## config.mk

```make
export PLATFORM = sky130hd
export DESIGN_NAME = riscv_test_monitor_flat
export DESIGN_NICKNAME = d
export VERILOG_FILES = /design/src/rtl/riscv_test_monitor_pkg.sv /design/src/rtl/riscv_test_monitor_if.sv /design/src/rtl/riscv_test_monitor_trace_fifo.sv /design/src/rtl/riscv_test_monitor.sv /design/src/flat_wrapper.sv
export SDC_FILE = /design/constraint.sdc
export NUM_CORES = 1
export LEC_CHECK = 0
export BUFFER_PORTS_ARGS = -buffer_cell sky130_fd_sc_hd__buf_2
export CAP_MARGIN = 20
export CORE_MARGIN = 2
export CORE_UTILIZATION = 55
export DETAILED_ROUTE_END_ITERATION = 16
export MAX_ROUTING_LAYER = met4
export PLACE_DENSITY = 0.85
export SLEW_MARGIN = 20
export SYNTH_ARGS = -nofsm -noshare
export SYNTH_HDL_FRONTEND = slang
export SYNTH_HIERARCHICAL = 1
export SYNTH_SLANG_ARGS = --single-unit
```

## constraint.sdc

```tcl
create_clock -name clk -period 8.9 [get_ports clk]
set_input_delay 1.335 -clock clk [delete_from_list [all_inputs] [get_ports clk]]
set_output_delay 1.335 -clock clk [all_outputs]
set_load 0.01 [all_outputs]
```

## src/rtl/riscv_test_monitor_pkg.sv

```systemverilog
// Shared types and constants for the riscv_soc self-test monitor.
// The state encoding is fixed here so debug tools can decode the state register.
package riscv_test_monitor_pkg;

    typedef enum logic [2:0] {
        StRun     = 3'd0,
        StSettle  = 3'd1,
        StPass    = 3'd2,
        StFail    = 3'd3,
        StTimeout = 3'd4
    } state_e;

    // Register value that signals done, and also the value that means pass.
    localparam int unsigned DoneVal = 1;

    function automatic logic is_terminal(input state_e s);
        return (s == StPass) || (s == StFail) || (s == StTimeout);
    endfunction

endpackage

```

## src/rtl/riscv_test_monitor_if.sv

```systemverilog
// Snoop, status and trace signals between the core side and the self-test monitor.
// master drives the snooped core events and the trace pop; slave is the monitor.
interface riscv_test_monitor_if #(
    parameter int unsigned XLEN   = 32,
    parameter int unsigned REG_AW = 5,
    parameter int unsigned CNT_W  = 32
);
    logic              rf_we;
    logic [REG_AW-1:0] rf_waddr;
    logic [XLEN-1:0]   rf_wdata;
    logic              jump_valid;
    logic [XLEN-1:0]   jump_src;
    logic [XLEN-1:0]   jump_dst;
    logic              done;
    logic              pass;
    logic              fail;
    logic              timeout;
    logic [XLEN-1:0]   fail_testnum;
    logic [CNT_W-1:0]  cycle_count;
    logic              trace_rd;
    logic              trace_valid;
    logic [XLEN-1:0]   trace_src_o;
    logic [XLEN-1:0]   trace_dst_o;
    logic              trace_ovf;

    modport master (
        output rf_we, rf_waddr, rf_wdata, jump_valid, jump_src, jump_dst, trace_rd,
        input  done, pass, fail, timeout, fail_testnum, cycle_count,
        input  trace_valid, trace_src_o, trace_dst_o, trace_ovf
    );

    modport slave (
        input  rf_we, rf_waddr, rf_wdata, jump_valid, jump_src, jump_dst, trace_rd,
        output done, pass, fail, timeout, fail_testnum, cycle_count,
        output trace_valid, trace_src_o, trace_dst_o, trace_ovf
    );

endinterface

```

## src/rtl/riscv_test_monitor_trace_fifo.sv

```systemverilog
// Show-ahead jump-trace FIFO with a sticky overflow flag.
// When full, a push either drops the new entry or replaces the oldest one (OVWR).
module trace_fifo #(
    parameter int unsigned W     = 64,
    parameter int unsigned DEPTH = 16,
    parameter bit          OVWR  = 1'b0
) (
    input  logic         clk,
    input  logic         rst,
    input  logic         clear,
    input  logic         push,
    input  logic [W-1:0] din,
    input  logic         pop,
    output logic         valid,
    output logic [W-1:0] dout,
    output logic         ovf
);

    localparam int unsigned AW = $clog2(DEPTH);

    logic [AW:0]  wr_ptr_q, wr_ptr_d;
    logic [AW:0]  rd_ptr_q, rd_ptr_d;
    logic         ovf_q, ovf_d;
    logic [W-1:0] mem_q [DEPTH];
    logic         empty, full, pop_eff, wr_en;

    always_comb begin
        empty    = (wr_ptr_q == rd_ptr_q);
        full     = (wr_ptr_q[AW-1:0] == rd_ptr_q[AW-1:0]) && (wr_ptr_q[AW] != rd_ptr_q[AW]);
        pop_eff  = pop && !empty;
        wr_en    = push && (!full || pop_eff || OVWR) && !clear;
        wr_ptr_d = wr_ptr_q;
        rd_ptr_d = rd_ptr_q;
        ovf_d    = ovf_q;
        if (wr_en) begin
            wr_ptr_d = wr_ptr_q + (AW + 1)'(1);
        end
        // Overwrite mode retires the oldest entry to make room, unless a pop already did.
        if (pop_eff || (push && full && OVWR)) begin
            rd_ptr_d = rd_ptr_q + (AW + 1)'(1);
        end
        if (push && full && !pop_eff) begin
            ovf_d = 1'b1;
        end
        if (clear) begin
            wr_ptr_d = '0;
            rd_ptr_d = '0;
            ovf_d    = 1'b0;
        end
    end

    always_ff @(posedge clk or posedge rst) begin
        if (rst) begin
            wr_ptr_q <= '0;
            rd_ptr_q <= '0;
            ovf_q    <= 1'b0;
        end else begin
            wr_ptr_q <= wr_ptr_d;
            rd_ptr_q <= rd_ptr_d;
            ovf_q    <= ovf_d;
        end
    end

    always_ff @(posedge clk) begin
        if (wr_en) begin
            mem_q[wr_ptr_q[AW-1:0]] <= din;
        end
    end

    assign valid = !empty;
    assign dout  = empty ? '0 : mem_q[rd_ptr_q[AW-1:0]];
    assign ovf   = ovf_q;

endmodule

```

## src/rtl/riscv_test_monitor.sv

```systemverilog
// Self-test monitor: snoops register writes to detect done/pass, enforces a cycle
// timeout and keeps a trace of taken jumps for post-mortem debug on hardware.
module riscv_test_monitor
    import riscv_test_monitor_pkg::*;
#(
    parameter int unsigned XLEN           = 32,
    parameter int unsigned REG_AW         = 5,
    parameter int unsigned DONE_REG       = 26,
    parameter int unsigned PASS_REG       = 27,
    parameter int unsigned TNUM_REG       = 3,
    parameter int unsigned SETTLE_CYCLES  = 6,
    parameter int unsigned TIMEOUT_CYCLES = 500000,
    parameter int unsigned CNT_W          = 32,
    parameter int unsigned TRACE_DEPTH    = 16,
    parameter bit          TRACE_OVWR     = 1'b0
) (
    input logic           clk,
    input logic           rst,
    input logic           clear,
    riscv_test_monitor_if.slave bus
);

    localparam int unsigned SW = (SETTLE_CYCLES > 1) ? $clog2(SETTLE_CYCLES) : 1;

    state_e           state_q, state_d;
    logic [CNT_W-1:0] cycle_cnt_q, cycle_cnt_d;
    logic [SW-1:0]    settle_cnt_q, settle_cnt_d;
    logic [XLEN-1:0]  pass_sh_q, pass_sh_d;
    logic [XLEN-1:0]  tnum_sh_q, tnum_sh_d;
    logic [XLEN-1:0]  fail_tnum_q, fail_tnum_d;
    logic             done_q, done_d;
    logic             pass_q, pass_d;
    logic             fail_q, fail_d;
    logic             timeout_q, timeout_d;
    logic             running, done_hit, trace_push;
    logic [2*XLEN-1:0] trace_dout;

    always_comb begin
        running  = (state_q == StRun) || (state_q == StSettle);
        done_hit = bus.rf_we && (bus.rf_waddr == REG_AW'(DONE_REG))
                   && (bus.rf_wdata == XLEN'(DoneVal)) && (DONE_REG != 0);

        state_d      = state_q;
        cycle_cnt_d  = cycle_cnt_q;
        settle_cnt_d = settle_cnt_q;
        pass_sh_d    = pass_sh_q;
        tnum_sh_d    = tnum_sh_q;
        fail_tnum_d  = fail_tnum_q;

        if (running) begin
            cycle_cnt_d = (cycle_cnt_q == '1) ? cycle_cnt_q : cycle_cnt_q + CNT_W'(1);
            if (bus.rf_we && (bus.rf_waddr != '0)) begin
                if (bus.rf_waddr == REG_AW'(PASS_REG)) pass_sh_d = bus.rf_wdata;
                if (bus.rf_waddr == REG_AW'(TNUM_REG)) tnum_sh_d = bus.rf_wdata;
            end
        end

        case (state_q)
            StRun: begin
                if (done_hit) begin
                    state_d      = StSettle;
                    settle_cnt_d = '0;
                end else if (cycle_cnt_q == CNT_W'(TIMEOUT_CYCLES - 1)) begin
                    state_d     = StTimeout;
                    fail_tnum_d = tnum_sh_d;
                end
            end
            StSettle: begin
                settle_cnt_d = settle_cnt_q + SW'(1);
                // Decide on the shadow's next value so a pass write in this cycle still counts.
                if (settle_cnt_q == SW'(SETTLE_CYCLES - 1)) begin
                    state_d     = (pass_sh_d == XLEN'(DoneVal)) ? StPass : StFail;
                    fail_tnum_d = tnum_sh_d;
                end
            end
            default: ;
        endcase

        if (clear) begin
            state_d      = StRun;
            cycle_cnt_d  = '0;
            settle_cnt_d = '0;
            pass_sh_d    = '0;
            tnum_sh_d    = '0;
            fail_tnum_d  = '0;
        end

        done_d    = is_terminal(state_d);
        pass_d    = (state_d == StPass);
        fail_d    = (state_d == StFail);
        timeout_d = (state_d == StTimeout);
    end

    always_ff @(posedge clk or posedge rst) begin
        if (rst) begin
            state_q      <= StRun;
            cycle_cnt_q  <= '0;
            settle_cnt_q <= '0;
            pass_sh_q    <= '0;
            tnum_sh_q    <= '0;
            fail_tnum_q  <= '0;
            done_q       <= 1'b0;
            pass_q       <= 1'b0;
            fail_q       <= 1'b0;
            timeout_q    <= 1'b0;
        end else begin
            state_q      <= state_d;
            cycle_cnt_q  <= cycle_cnt_d;
            settle_cnt_q <= settle_cnt_d;
            pass_sh_q    <= pass_sh_d;
            tnum_sh_q    <= tnum_sh_d;
            fail_tnum_q  <= fail_tnum_d;
            done_q       <= done_d;
            pass_q       <= pass_d;
            fail_q       <= fail_d;
            timeout_q    <= timeout_d;
        end
    end

    assign trace_push = bus.jump_valid && running;

    trace_fifo #(
        .W     (2 * XLEN),
        .DEPTH (TRACE_DEPTH),
        .OVWR  (TRACE_OVWR)
    ) u_trace_fifo (
        .clk   (clk),
        .rst   (rst),
        .clear (clear),
        .push  (trace_push),
        .din   ({bus.jump_src, bus.jump_dst}),
        .pop   (bus.trace_rd),
        .valid (bus.trace_valid),
        .dout  (trace_dout),
        .ovf   (bus.trace_ovf)
    );

    assign bus.trace_src_o  = trace_dout[2*XLEN-1:XLEN];
    assign bus.trace_dst_o  = trace_dout[XLEN-1:0];
    assign bus.done         = done_q;
    assign bus.pass         = pass_q;
    assign bus.fail         = fail_q;
    assign bus.timeout      = timeout_q;
    assign bus.fail_testnum = fail_tnum_q;
    assign bus.cycle_count  = cycle_cnt_q;

endmodule

```

## src/flat_wrapper.sv

```systemverilog
// flat-port wrapper written by rule: the top's interface ports become plain ports
module riscv_test_monitor_flat import riscv_test_monitor_pkg::*;
#(
    parameter int unsigned XLEN           = 32,
    parameter int unsigned REG_AW         = 5,
    parameter int unsigned DONE_REG       = 26,
    parameter int unsigned PASS_REG       = 27,
    parameter int unsigned TNUM_REG       = 3,
    parameter int unsigned SETTLE_CYCLES  = 6,
    parameter int unsigned TIMEOUT_CYCLES = 500000,
    parameter int unsigned CNT_W          = 32,
    parameter int unsigned TRACE_DEPTH    = 16,
    parameter bit          TRACE_OVWR     = 1'b0
)
  (clk, rst, clear, bus_rf_we, bus_rf_waddr, bus_rf_wdata, bus_jump_valid, bus_jump_src, bus_jump_dst, bus_trace_rd, bus_done, bus_pass, bus_fail, bus_timeout, bus_fail_testnum, bus_cycle_count, bus_trace_valid, bus_trace_src_o, bus_trace_dst_o, bus_trace_ovf);
  riscv_test_monitor_if #(.XLEN(XLEN), .REG_AW(REG_AW), .CNT_W(CNT_W)) bus_i ();
  input logic clk;
  input logic rst;
  input logic clear;
  input wire logic [$bits(bus_i.rf_we)-1:0] bus_rf_we;
  input wire logic [$bits(bus_i.rf_waddr)-1:0] bus_rf_waddr;
  input wire logic [$bits(bus_i.rf_wdata)-1:0] bus_rf_wdata;
  input wire logic [$bits(bus_i.jump_valid)-1:0] bus_jump_valid;
  input wire logic [$bits(bus_i.jump_src)-1:0] bus_jump_src;
  input wire logic [$bits(bus_i.jump_dst)-1:0] bus_jump_dst;
  input wire logic [$bits(bus_i.trace_rd)-1:0] bus_trace_rd;
  output wire logic [$bits(bus_i.done)-1:0] bus_done;
  output wire logic [$bits(bus_i.pass)-1:0] bus_pass;
  output wire logic [$bits(bus_i.fail)-1:0] bus_fail;
  output wire logic [$bits(bus_i.timeout)-1:0] bus_timeout;
  output wire logic [$bits(bus_i.fail_testnum)-1:0] bus_fail_testnum;
  output wire logic [$bits(bus_i.cycle_count)-1:0] bus_cycle_count;
  output wire logic [$bits(bus_i.trace_valid)-1:0] bus_trace_valid;
  output wire logic [$bits(bus_i.trace_src_o)-1:0] bus_trace_src_o;
  output wire logic [$bits(bus_i.trace_dst_o)-1:0] bus_trace_dst_o;
  output wire logic [$bits(bus_i.trace_ovf)-1:0] bus_trace_ovf;
  assign bus_i.rf_we = bus_rf_we;
  assign bus_i.rf_waddr = bus_rf_waddr;
  assign bus_i.rf_wdata = bus_rf_wdata;
  assign bus_i.jump_valid = bus_jump_valid;
  assign bus_i.jump_src = bus_jump_src;
  assign bus_i.jump_dst = bus_jump_dst;
  assign bus_i.trace_rd = bus_trace_rd;
  assign bus_done = bus_i.done;
  assign bus_pass = bus_i.pass;
  assign bus_fail = bus_i.fail;
  assign bus_timeout = bus_i.timeout;
  assign bus_fail_testnum = bus_i.fail_testnum;
  assign bus_cycle_count = bus_i.cycle_count;
  assign bus_trace_valid = bus_i.trace_valid;
  assign bus_trace_src_o = bus_i.trace_src_o;
  assign bus_trace_dst_o = bus_i.trace_dst_o;
  assign bus_trace_ovf = bus_i.trace_ovf;
  riscv_test_monitor #(.XLEN(XLEN), .REG_AW(REG_AW), .DONE_REG(DONE_REG), .PASS_REG(PASS_REG), .TNUM_REG(TNUM_REG), .SETTLE_CYCLES(SETTLE_CYCLES), .TIMEOUT_CYCLES(TIMEOUT_CYCLES), .CNT_W(CNT_W), .TRACE_DEPTH(TRACE_DEPTH), .TRACE_OVWR(TRACE_OVWR)) u_core (.clk(clk), .rst(rst), .clear(clear), .bus(bus_i));
endmodule
```

=== Word-level counts from Yosys, hierarchy flattened ===
Memories as Yosys holds them, arrays and structs flattened.
Cells that the tools add are included.

* Register bits: 149
* RAM bits: 1,024
* Input bits: 107
* Memories kept: 1

* $add $sub $neg: 4
* Eq/ne operators: 20
* Mux-type cells: 34
* Reduce and logical (&&, ||, !) cells: 28

{| class="wikitable"
|+ Memory list
! name !! depth !! width !! rd ports !! clocked after Yosys merged registers in !! write ports !! RTL line !! source
|-
| u_core.u_trace_fifo.mem_q || 16 || 64 || 1 || 0 || 1 || riscv_test_monitor_trace_fifo.sv:24 || <nowiki>logic [W-1:0] mem_q [DEPTH];</nowiki>
|}

{| class="wikitable"
|+ Operators with widths
! cell !! count
|-
| 32-bit 2-to-1 mux || 15
|-
| 32-bit by 1-bit equality test with 1-bit output, second input constant || 2
|-
| 64-bit 2-to-1 mux || 1
|-
| 32-bit case mux with 2 select lines || 1
|-
| 32-bit by 1-bit adder with 32-bit output, second input constant || 1
|-
| 32-bit by 19-bit equality test with 1-bit output, second input constant || 1
|-
| 32-bit equality test, second input constant || 1
|-
| 5-bit 2-to-1 mux || 4
|-
| 3-bit 2-to-1 mux || 6
|-
| 3-bit case mux with 2 select lines || 2
|-
| 5-bit by 1-bit adder with 5-bit output, second input constant || 2
|-
| 5-bit equality test, second input constant || 2
|-
| 1-bit logical AND || 10
|-
| 3-bit inequality test, second input constant || 3
|-
| 2-bit nonzero test || 4
|-
| 3-bit by 2-bit equality test with 1-bit output, second input constant || 2
|-
| 3-bit equality test, second input constant || 2
|-
| 5-bit by 2-bit equality test with 1-bit output, second input constant || 1
|-
| 5-bit equality test || 1
|-
| 1-bit 2-to-1 mux || 5
|-
| 5-bit nonzero test || 1
|-
| 4-bit equality test || 1
|-
| 1-bit zero test || 4
|-
| 1-bit logical OR || 4
|-
| other kinds (9) || 10
|}

=== Depth between registers and ports, before layout ===
Gate-level depths: netlist (run 1).

* Depth in word-level cells: 12
* Depth in mapped cells: 8
* Mapped depth without buffers: 7

=== Modules after synthesis ===
The synthesis (run 1) kept the hierarchy.

{| class="wikitable"
|+ By module, submodules not included
! module !! times used !! cells an instance !! area an instance (um2) !! seq. area each (um2)
|-
| trace_fifo || 1 || 1,683 || 39,260.2 || 31,024.8
|-
| riscv_test_monitor || 1 || 641 || 6,666.4 || 3,453.3
|}

=== Least setup slack after synthesis (run 1) ===
No wires, ideal clock.

* Kind: in2reg
* Start: in bus_jump_valid
* End: mem u_core.u_trace_fifo.mem_q[10][0], enable pin
* Arrival time: 8,069 ps
* Required time: 8,256 ps
* Setup slack: 187 ps
* Stages on the path: 5
* Buffers on the path: 2
* Path through: and2_1 clkbuf_1 o21ai_2 buf_2 nor4_1

* Longest elaborated chain between the ends: 5

{| class="wikitable"
|+ RTL lines
! what !! RTL line !! source
|-
| from (decl) || flat_wrapper.sv:23 || <nowiki>input wire logic [$bits(bus_i.jump_valid)-1:0] bus_jump_valid;</nowiki>
|-
| 1-bit logical AND || riscv_test_monitor.sv:120 || <nowiki>assign trace_push = bus.jump_valid && running;</nowiki>
|-
| 1-bit logical AND (2 in a row) || riscv_test_monitor_trace_fifo.sv:31 || <nowiki>wr_en = push && (!full || pop_eff || OVWR) && !clear;</nowiki>
|-
| 1-bit 2-to-1 mux || riscv_test_monitor_trace_fifo.sv:65 || <nowiki>if (wr_en) begin</nowiki>
|-
| 1-bit 2-to-1 mux (not written as such) || riscv_test_monitor_trace_fifo.sv:66 || <nowiki>mem_q[wr_ptr_q[AW-1:0]] <= din;</nowiki>
|-
| to (decl) || riscv_test_monitor_trace_fifo.sv:24 ||
|}

No other way between the ends.

=== Worst setup path in the final report (run 1) ===
* Start: reg u_core.u_trace_fifo.rd_ptr_q[1]
* End: out bus_trace_src_o[16]

* Longest elaborated chain between the ends: 2
* Elaborated cells between the ends (all ways): 3

{| class="wikitable"
|+ RTL lines
! what !! RTL line !! source
|-
| from (decl) || riscv_test_monitor_trace_fifo.sv:22 || <nowiki>logic [AW:0] rd_ptr_q, rd_ptr_d;</nowiki>
|-
| from (signal assigned) || riscv_test_monitor_trace_fifo.sv:59 || <nowiki>rd_ptr_q <= rd_ptr_d;</nowiki>
|-
| memory 16 x 64 bit / 5-bit equality test (equally long branches) || - ||
|-
| 64-bit 2-to-1 mux (*) || riscv_test_monitor_trace_fifo.sv:71 || <nowiki>assign dout = empty ? '0 : mem_q[rd_ptr_q[AW-1:0]];</nowiki>
|-
| to (decl) || flat_wrapper.sv:34 || <nowiki>output wire logic [$bits(bus_i.trace_src_o)-1:0] bus_trace_src_o;</nowiki>
|}

Every way passes the cells marked *; elsewhere a longest branch is shown, timed or not.

==> impl_metrics.py, run 1 <==
metrics = {
    "clock_tree": {
        "insertion_delay_ps": 710,
        "clock-sinks": 1173,
        "ctsResizeCount": 0,
        "numCtsBuffers": 111,
        "clkTransAtPathRegs_ps": 60,
        "tritoncts": "built",
        "htree_levels": 3,
        "cts_buffer_depth": 3,
        "cts_setup_buffers": 0,
        "postCtsHoldBufs": 0,
        "cts-root-buf": "clkbuf_16",
    },
    "synth": {
        "ys_seq_area_share_pct": 75.1,
        "synthTopCellsByArea": "edfxtp_1 67%, mux4_2 13%, dfrtp_1 8.1%, a22oi_1 2.1%, a21oi_1 1.4%",
        "syn_nets": 2439,
        "synth_cells": 2324,
        "synth-seq-cells": 1173,
        "yosys_most_used_dff": "edfxtp_1",
        "synth_edf_count": 1024,
        "synth_warnings": 6,
        "syn_area_mm2": 0.0459,
        "avgSynthCellArea_um2": 19.8,
        "yosysTopAreaCellShare_pct": 67.0,
        "yosysUniqueCellTypes": 64,
        "synth_top_cell_by_area": "edfxtp_1",
        "synthArstFlopShare_pct": 12.7,
    },
    "power": {
        "leakagePower_nw": 17.7,
        "power_density_mw_per_mm2": 231,
        "vdd_drop_max_mv": 0.178,
    },
    "routing": {
        "post_drt_wl_per_cell_um": 29.8,
        "vias": 24900,
        "initialDrtViolationCount": 3039,
        "highest_layer": "met4",
        "met3WireLength_um": 12100,
        "final_antenna_net_count": 0,
        "wirelength_um": 112000,
        "wl_met2_um": 56200,
        "m1WireLength_um": 40300,
        "firstDrtPassIters": 6,
        "avgViaCountPerCell": 6.61,
        "drc": 0,
    },
    "timing": {
        "fmax_ghz": 0.166,
        "timing.final.crit_share_pct": 67.5,
        "relSlewSlack_pct": 29.2,
        "drv_slew": 0,
        "setup_viol": 0,
        "period_needed_ps": 6010,
        "fin_hold_ws_ps": 505,
        "rsz0062_at_grt": "no",
        "fin_setup_tns_ps": 0,
        "fin_worst_skew_ps": 71.9,
        "hold_viol_final": 0,
        "max_slew.worst_pin.slew_ps": 1060,
    },
    "die": {
        "die_x_um": 293,
        "die_y_um": 293,
        "ios": 241,
        "fp.dieArea_mm2": 0.0858,
        "rows": 105,
        "initial_utilization_pct": 55.8,
        "core_area_mm2": 0.0824,
    },
    "cells_and_area": {
        "layout_commonest_cell": "edfxtp_1",
        "final_util_pct": 63.2,
        "syn2layout_area_growth_pct": 13.4,
        "layout.cells.most_common_list": "1024 x edfxtp_1, 256 x mux4_2, 239 x buf_2",
        "fin_nets": 2706,
        "final_layout_size_suffix_gt1_share_pct": 29.4,
        "fin_area_mm2": 0.0521,
    },
    "place": {
        "dp_hpwl_um": 55100,
        "gp_congestion": 0.904,
        "io_buffers": 240,
        "place_area_mm2": 0.0482,
    },
    "critical_path": {
        "crit_path_start_kind": "flop",
        "path_max_fanout": 74,
        "required_ps": 7570,
        "critical_path_class": "flop to output port",
        "cp_data_arrival_time_ps": 4670,
        "crit_path_end_kind": "output port",
    },
    "flow_run": {
        "max-cap-violations": 0,
    },
    "outcome": {
        "status": "complete, no violations",
    },
    "global_routing": {
        "grt_max_degree": 103,
        "grt_antenna_before_repair": 11,
        "grt_overflow": 0,
        "grt_pass1_wl_um": 165000,
        "grt_usage_pct": 26.9,
        "grt_pass1_vias": 25500,
    },
    "min_path": {
        "hold_path.class": "flop to flop",
    },
}
through the flow:
stage          power [W]  setup slack, ps  cells
6_report          0.0120             2890   3763
5_1_grt           0.0124             2760   3761
4_1_cts           0.0121             2770   3753
3_5_place_dp     0.00729             3480   3547
3_3_place_gp     0.00725             3490   3547
2_1_floorplan    0.00695              187   2324
flip-flops by register name, summed over array words and instances, names as in the netlist, 3 cells and up:
signal / count
u_core/u_trace_fifo/mem_q: 1024
u_core/tnum_sh_q: 32
u_core/u_trace_fifo/wr_ptr_q: 5
u_core/bus.fail_testnum: 32
u_core/u_trace_fifo/rd_ptr_q: 5
u_core/state_q: 3
u_core/settle_cnt_q: 3
u_core/pass_sh_q: 32
u_core/bus.cycle_count: 32
cell families (layout without fill, tap and decap cells):
kind of cell / after synthesis / in the layout / synth area share (%)
AO/OA/AOI/OAI: 313 / 313 / 4.41
XOR/XNOR: 6 / 6 / 0.114
adder cells (fa/ha/maj): 8 / 8 / 0.218
buffers and inverters: 149 / 509 / 1.71
flip-flops: 1173 / 1173 / 75.1
multiplexers: 329 / 329 / 14.5
other: 0 / 9 / 0
AND/OR/NAND/NOR: 346 / 346 / 3.98
final timing paths:
path / start / end / slack [ps] / cells after the start
worst min register to register: u_core/u_trace_fifo/ovf$_DFFE_PP0P_ / u_core/u_trace_fifo/ovf$_DFFE_PP0P_ / 510 / 2
worst max register to register: u_core/state_q[1]$_DFF_PP0_ / u_core/u_trace_fifo/mem_q[6][39]$_DFFE_PP_ / 4910 / 6
max in group asynchronous: rst / u_core/bus.fail_testnum[28]$_DFFE_PP0P_ / 6580 / 3
worst min-delay path: u_core/u_trace_fifo/ovf$_DFFE_PP0P_ / u_core/u_trace_fifo/ovf$_DFFE_PP0P_ / 510 / 2
min in group asynchronous: rst / u_core/u_trace_fifo/ovf$_DFFE_PP0P_ / 730 / 2
worst max-delay path: u_core/u_trace_fifo/rd_ptr_q[1]$_DFFE_PP0P_ / bus_trace_src_o[16] / 2890 / 7
worst max-delay path: stages, from the launching register on:
cell and delay (ps):
dfrtp_4 780, buf_12 310, buf_4 610, buf_4 940, mux4_2 380, a22oi_1 90, a21oi_1 590, buf_2 260
final cells by class:
type	count	area [um2]
clock inverters	73	850
diodes	9	22.5
well taps	1070	1340
fillers	5249	30300
clock buffers	133	2930
multi-input cells	1002	10800
flip-flops and latches	1173	34500
inverters	11	43.8
repair buffers	292	1610
layer usage:
metal / global-route usage [%] / up-vias
li1: - / 10100
met1: 34.7 / 12800
met2: 43.4 / 1684
met3: 5.46 / 291
met4: 8.98 / 0
met5: - / -
cell usage after synthesis, types with 11 or more instances:
cell / instances
edfxtp_1: 1024
mux4_2: 256
dfrtp_1: 149
a21oi_1: 128
a22oi_1: 128
nand2_1: 97
nor2_1: 59
clkbuf_1: 57
buf_2: 44
nor2b_1: 41
mux2i_1: 35
mux2_4: 30
nor4_1: 26
nand4_1: 25
nor3_1: 21
buf_4: 20
or3_1: 20
o21ai_0: 17
nand3_1: 15
buf_6: 13
o31ai_1: 11
power by group:
group | internal, W | total, W | switching, W
Combinational | 0.000487 | 0.00112 | 0.000635
Clock | 0.00280 | 0.00486 | 0.00207
Sequential | 0.00602 | 0.00606 | 0.0000381
Total | 0.00931 | 0.0120 | 0.00274
Note: power is estimated with default switching activity, not from simulation.
==> run 2, diff against run 1 <==
--- a/config.mk
+++ b/config.mk
@@ -11,7 +11,7 @@
 export CORE_UTILIZATION = 55
 export DETAILED_ROUTE_END_ITERATION = 16
 export MAX_ROUTING_LAYER = met4
-export PLACE_DENSITY = 0.85
+export PLACE_DENSITY = 0.82
 export SLEW_MARGIN = 20
 export SYNTH_ARGS = -nofsm -noshare
 export SYNTH_HDL_FRONTEND = slang
==> constraint.sdc (replaced) <==
create_clock -name clk -period 5.6 [get_ports clk]
set_input_delay 0.84 -clock clk [delete_from_list [all_inputs] [get_ports clk]]
set_output_delay 0.84 -clock clk [all_outputs]
set_load 0.01 [all_outputs]
==> impl_metrics.py, run 2 (synthesized netlist as in run 1, its figures left out) <==
metrics = {
    "outcome": {
        "status": "complete, no violations",
    },
    "timing": {
        "drv_slew": 0,
        "layout_setup_ws_ps": 1030,
        "setup_viol": 0,
        "fin_hold_ws_ps": 212,
        "max_slew.worst_pin.slew_ps": 1100,
        "fin_setup_tns_ps": 0,
        "fmax_ghz": 0.219,
        "relSlewSlack_pct": 26.5,
        "fin_worst_skew_ps": 32.6,
        "period_needed_ps": 4570,
        "timing.final.crit_share_pct": 81.6,
        "hold_viol_final": 0,
        "rsz0062_at_grt": "no",
    },
    "power": {
        "leakagePower_nw": 17.8,
        "power_density_mw_per_mm2": 375,
        "vdd_drop_max_mv": 0.278,
    },
    "global_routing": {
        "grt_usage_pct": 27.7,
        "grt_pass1_wl_um": 169000,
        "grt_max_degree": 175,
        "grt_antenna_before_repair": 17,
        "grt_pass1_vias": 25700,
        "grt_overflow": 0,
    },
    "die": {
        "rows": 105,
        "initial_utilization_pct": 55.8,
        "die_x_um": 293,
        "core_area_mm2": 0.0824,
        "die_y_um": 293,
        "fp.dieArea_mm2": 0.0858,
        "ios": 241,
    },
    "clock_tree": {
        "clkTransAtPathRegs_ps": 60,
        "cts_buffer_depth": 3,
        "htree_levels": 3,
        "clock-sinks": 1173,
        "cts_setup_buffers": 0,
        "cts-root-buf": "clkbuf_16",
        "ctsResizeCount": 0,
        "tritoncts": "built",
        "numCtsBuffers": 112,
        "insertion_delay_ps": 700,
        "postCtsHoldBufs": 0,
    },
    "critical_path": {
        "crit_path_end_kind": "output port",
        "path_max_fanout": 120,
        "cp_cell_sequence": "buf_12 -> mux4_2 -> a22oi_1 -> a21oi_1 -> buf_2",
        "cp_slowest_cell": "dfrtp_4",
        "crit_path_start_kind": "flop",
        "cp_data_arrival_time_ps": 3730,
        "path_delay_family": "buffers and inverters",
        "r2r_slack_ps": 2190,
        "required_ps": 4760,
        "cp_num_buf_inv": 2,
        "critical_path_class": "flop to output port",
        "slowest_delay_ps": 820,
    },
    "min_path": {
        "hold_path.class": "primary input to async pin",
    },
    "routing": {
        "avgViaCountPerCell": 6.68,
        "drc": 0,
        "final_antenna_net_count": 0,
        "initialDrtViolationCount": 3108,
        "post_drt_wl_per_cell_um": 31.0,
        "vias": 25200,
        "wirelength_um": 117000,
        "firstDrtPassIters": 5,
    },
    "place": {
        "dp_hpwl_um": 55800,
        "dp_slack_ps": 1680,
        "gp_congestion": 0.895,
        "dp.cells": 3548,
        "io_buffers": 240,
    },
    "cells_and_area": {
        "multi_input_area_mm2": 0.0109,
        "regArea_mm2": 0.0345,
        "final_layout_size_suffix_gt1_share_pct": 29.5,
        "num-fill-cells": 5177,
        "fin_nets": 2707,
        "layoutNonFillerInstCount": 3777,
        "layout_commonest_cell": "edfxtp_1",
        "largest_register_ffs": 1024,
        "layout.cells.most_common_list": "1024 x edfxtp_1, 256 x mux4_2, 239 x buf_2",
        "syn2layout_area_growth_pct": 14.2,
    },
    "flow_run": {
        "max-cap-violations": 0,
    },
}
[run 2: report_power, final]
part,switching (W),internal [W],leakage (nW)
Clock,0.00340,0.00477,1.92
Combinational,0.00106,0.000792,4.60
Sequential,0.0000572,0.00957,11.3
Total,0.00452,0.0151,17.8
[run 2: area by class of cell]
class,count,share of cell area (%)
Antenna cell,16,0.0763
Tap cell,1070,2.55
Multi-Input combinational cell,1002,20.7
Timing Repair Buffer,292,3.23
Sequential cell,1173,65.7
Clock inverter,85,2.15
Clock buffer,128,5.46
Inverter,11,0.0883
[run 2: worst register-to-register path, stage by stage (launching register included)]
cell and delay, ps:
dfrtp_4 820, xnor2_1 230, nand4_2 240, o21ai_2 100
buf_4 270, nor3_4 890, buf_4 510
[run 2: layer usage]
metal	part of all wire (%)	track usage (%)	vias up
li1	-	-	10100
met1	35	35.4	13000
met2	50	44.6	1836
met3	11	5.44	296
met4	3.6	10.0	0
met5	0	-	-
[run 2: worst paths after layout]
path | from | to | depth (start not counted)
min in group clk | bus_rf_wdata[31] | u_core/pass_sh_q[31]$_DFF_PP0_ | 3
worst min register to register | u_core/u_trace_fifo/ovf$_DFFE_PP0P_ | u_core/u_trace_fifo/ovf$_DFFE_PP0P_ | 2
worst max register to register | u_core/u_trace_fifo/rd_ptr_q[0]$_DFFE_PP0P_ | u_core/u_trace_fifo/mem_q[15][41]$_DFFE_PP_ | 6
worst min-delay path | rst | u_core/u_trace_fifo/wr_ptr_q[4]$_DFFE_PP0P_ | 2
max in group asynchronous | rst | u_core/bus.fail_testnum[9]$_DFFE_PP0P_ | 3
worst max-delay path | u_core/u_trace_fifo/rd_ptr_q[0]$_DFFE_PP0P_ | bus_trace_src_o[12] | 5
[run 2: stage by stage]
stage	instance area, um2	utilization [%]	total power, W
after global placement	48400	58.8	0.0116
after floorplan	46000	-	0.0110
after CTS	52400	63.6	0.0197
after global routing	52400	63.7	0.0201
final	52500	63.7	0.0197
after detailed placement	48400	58.8	0.0116
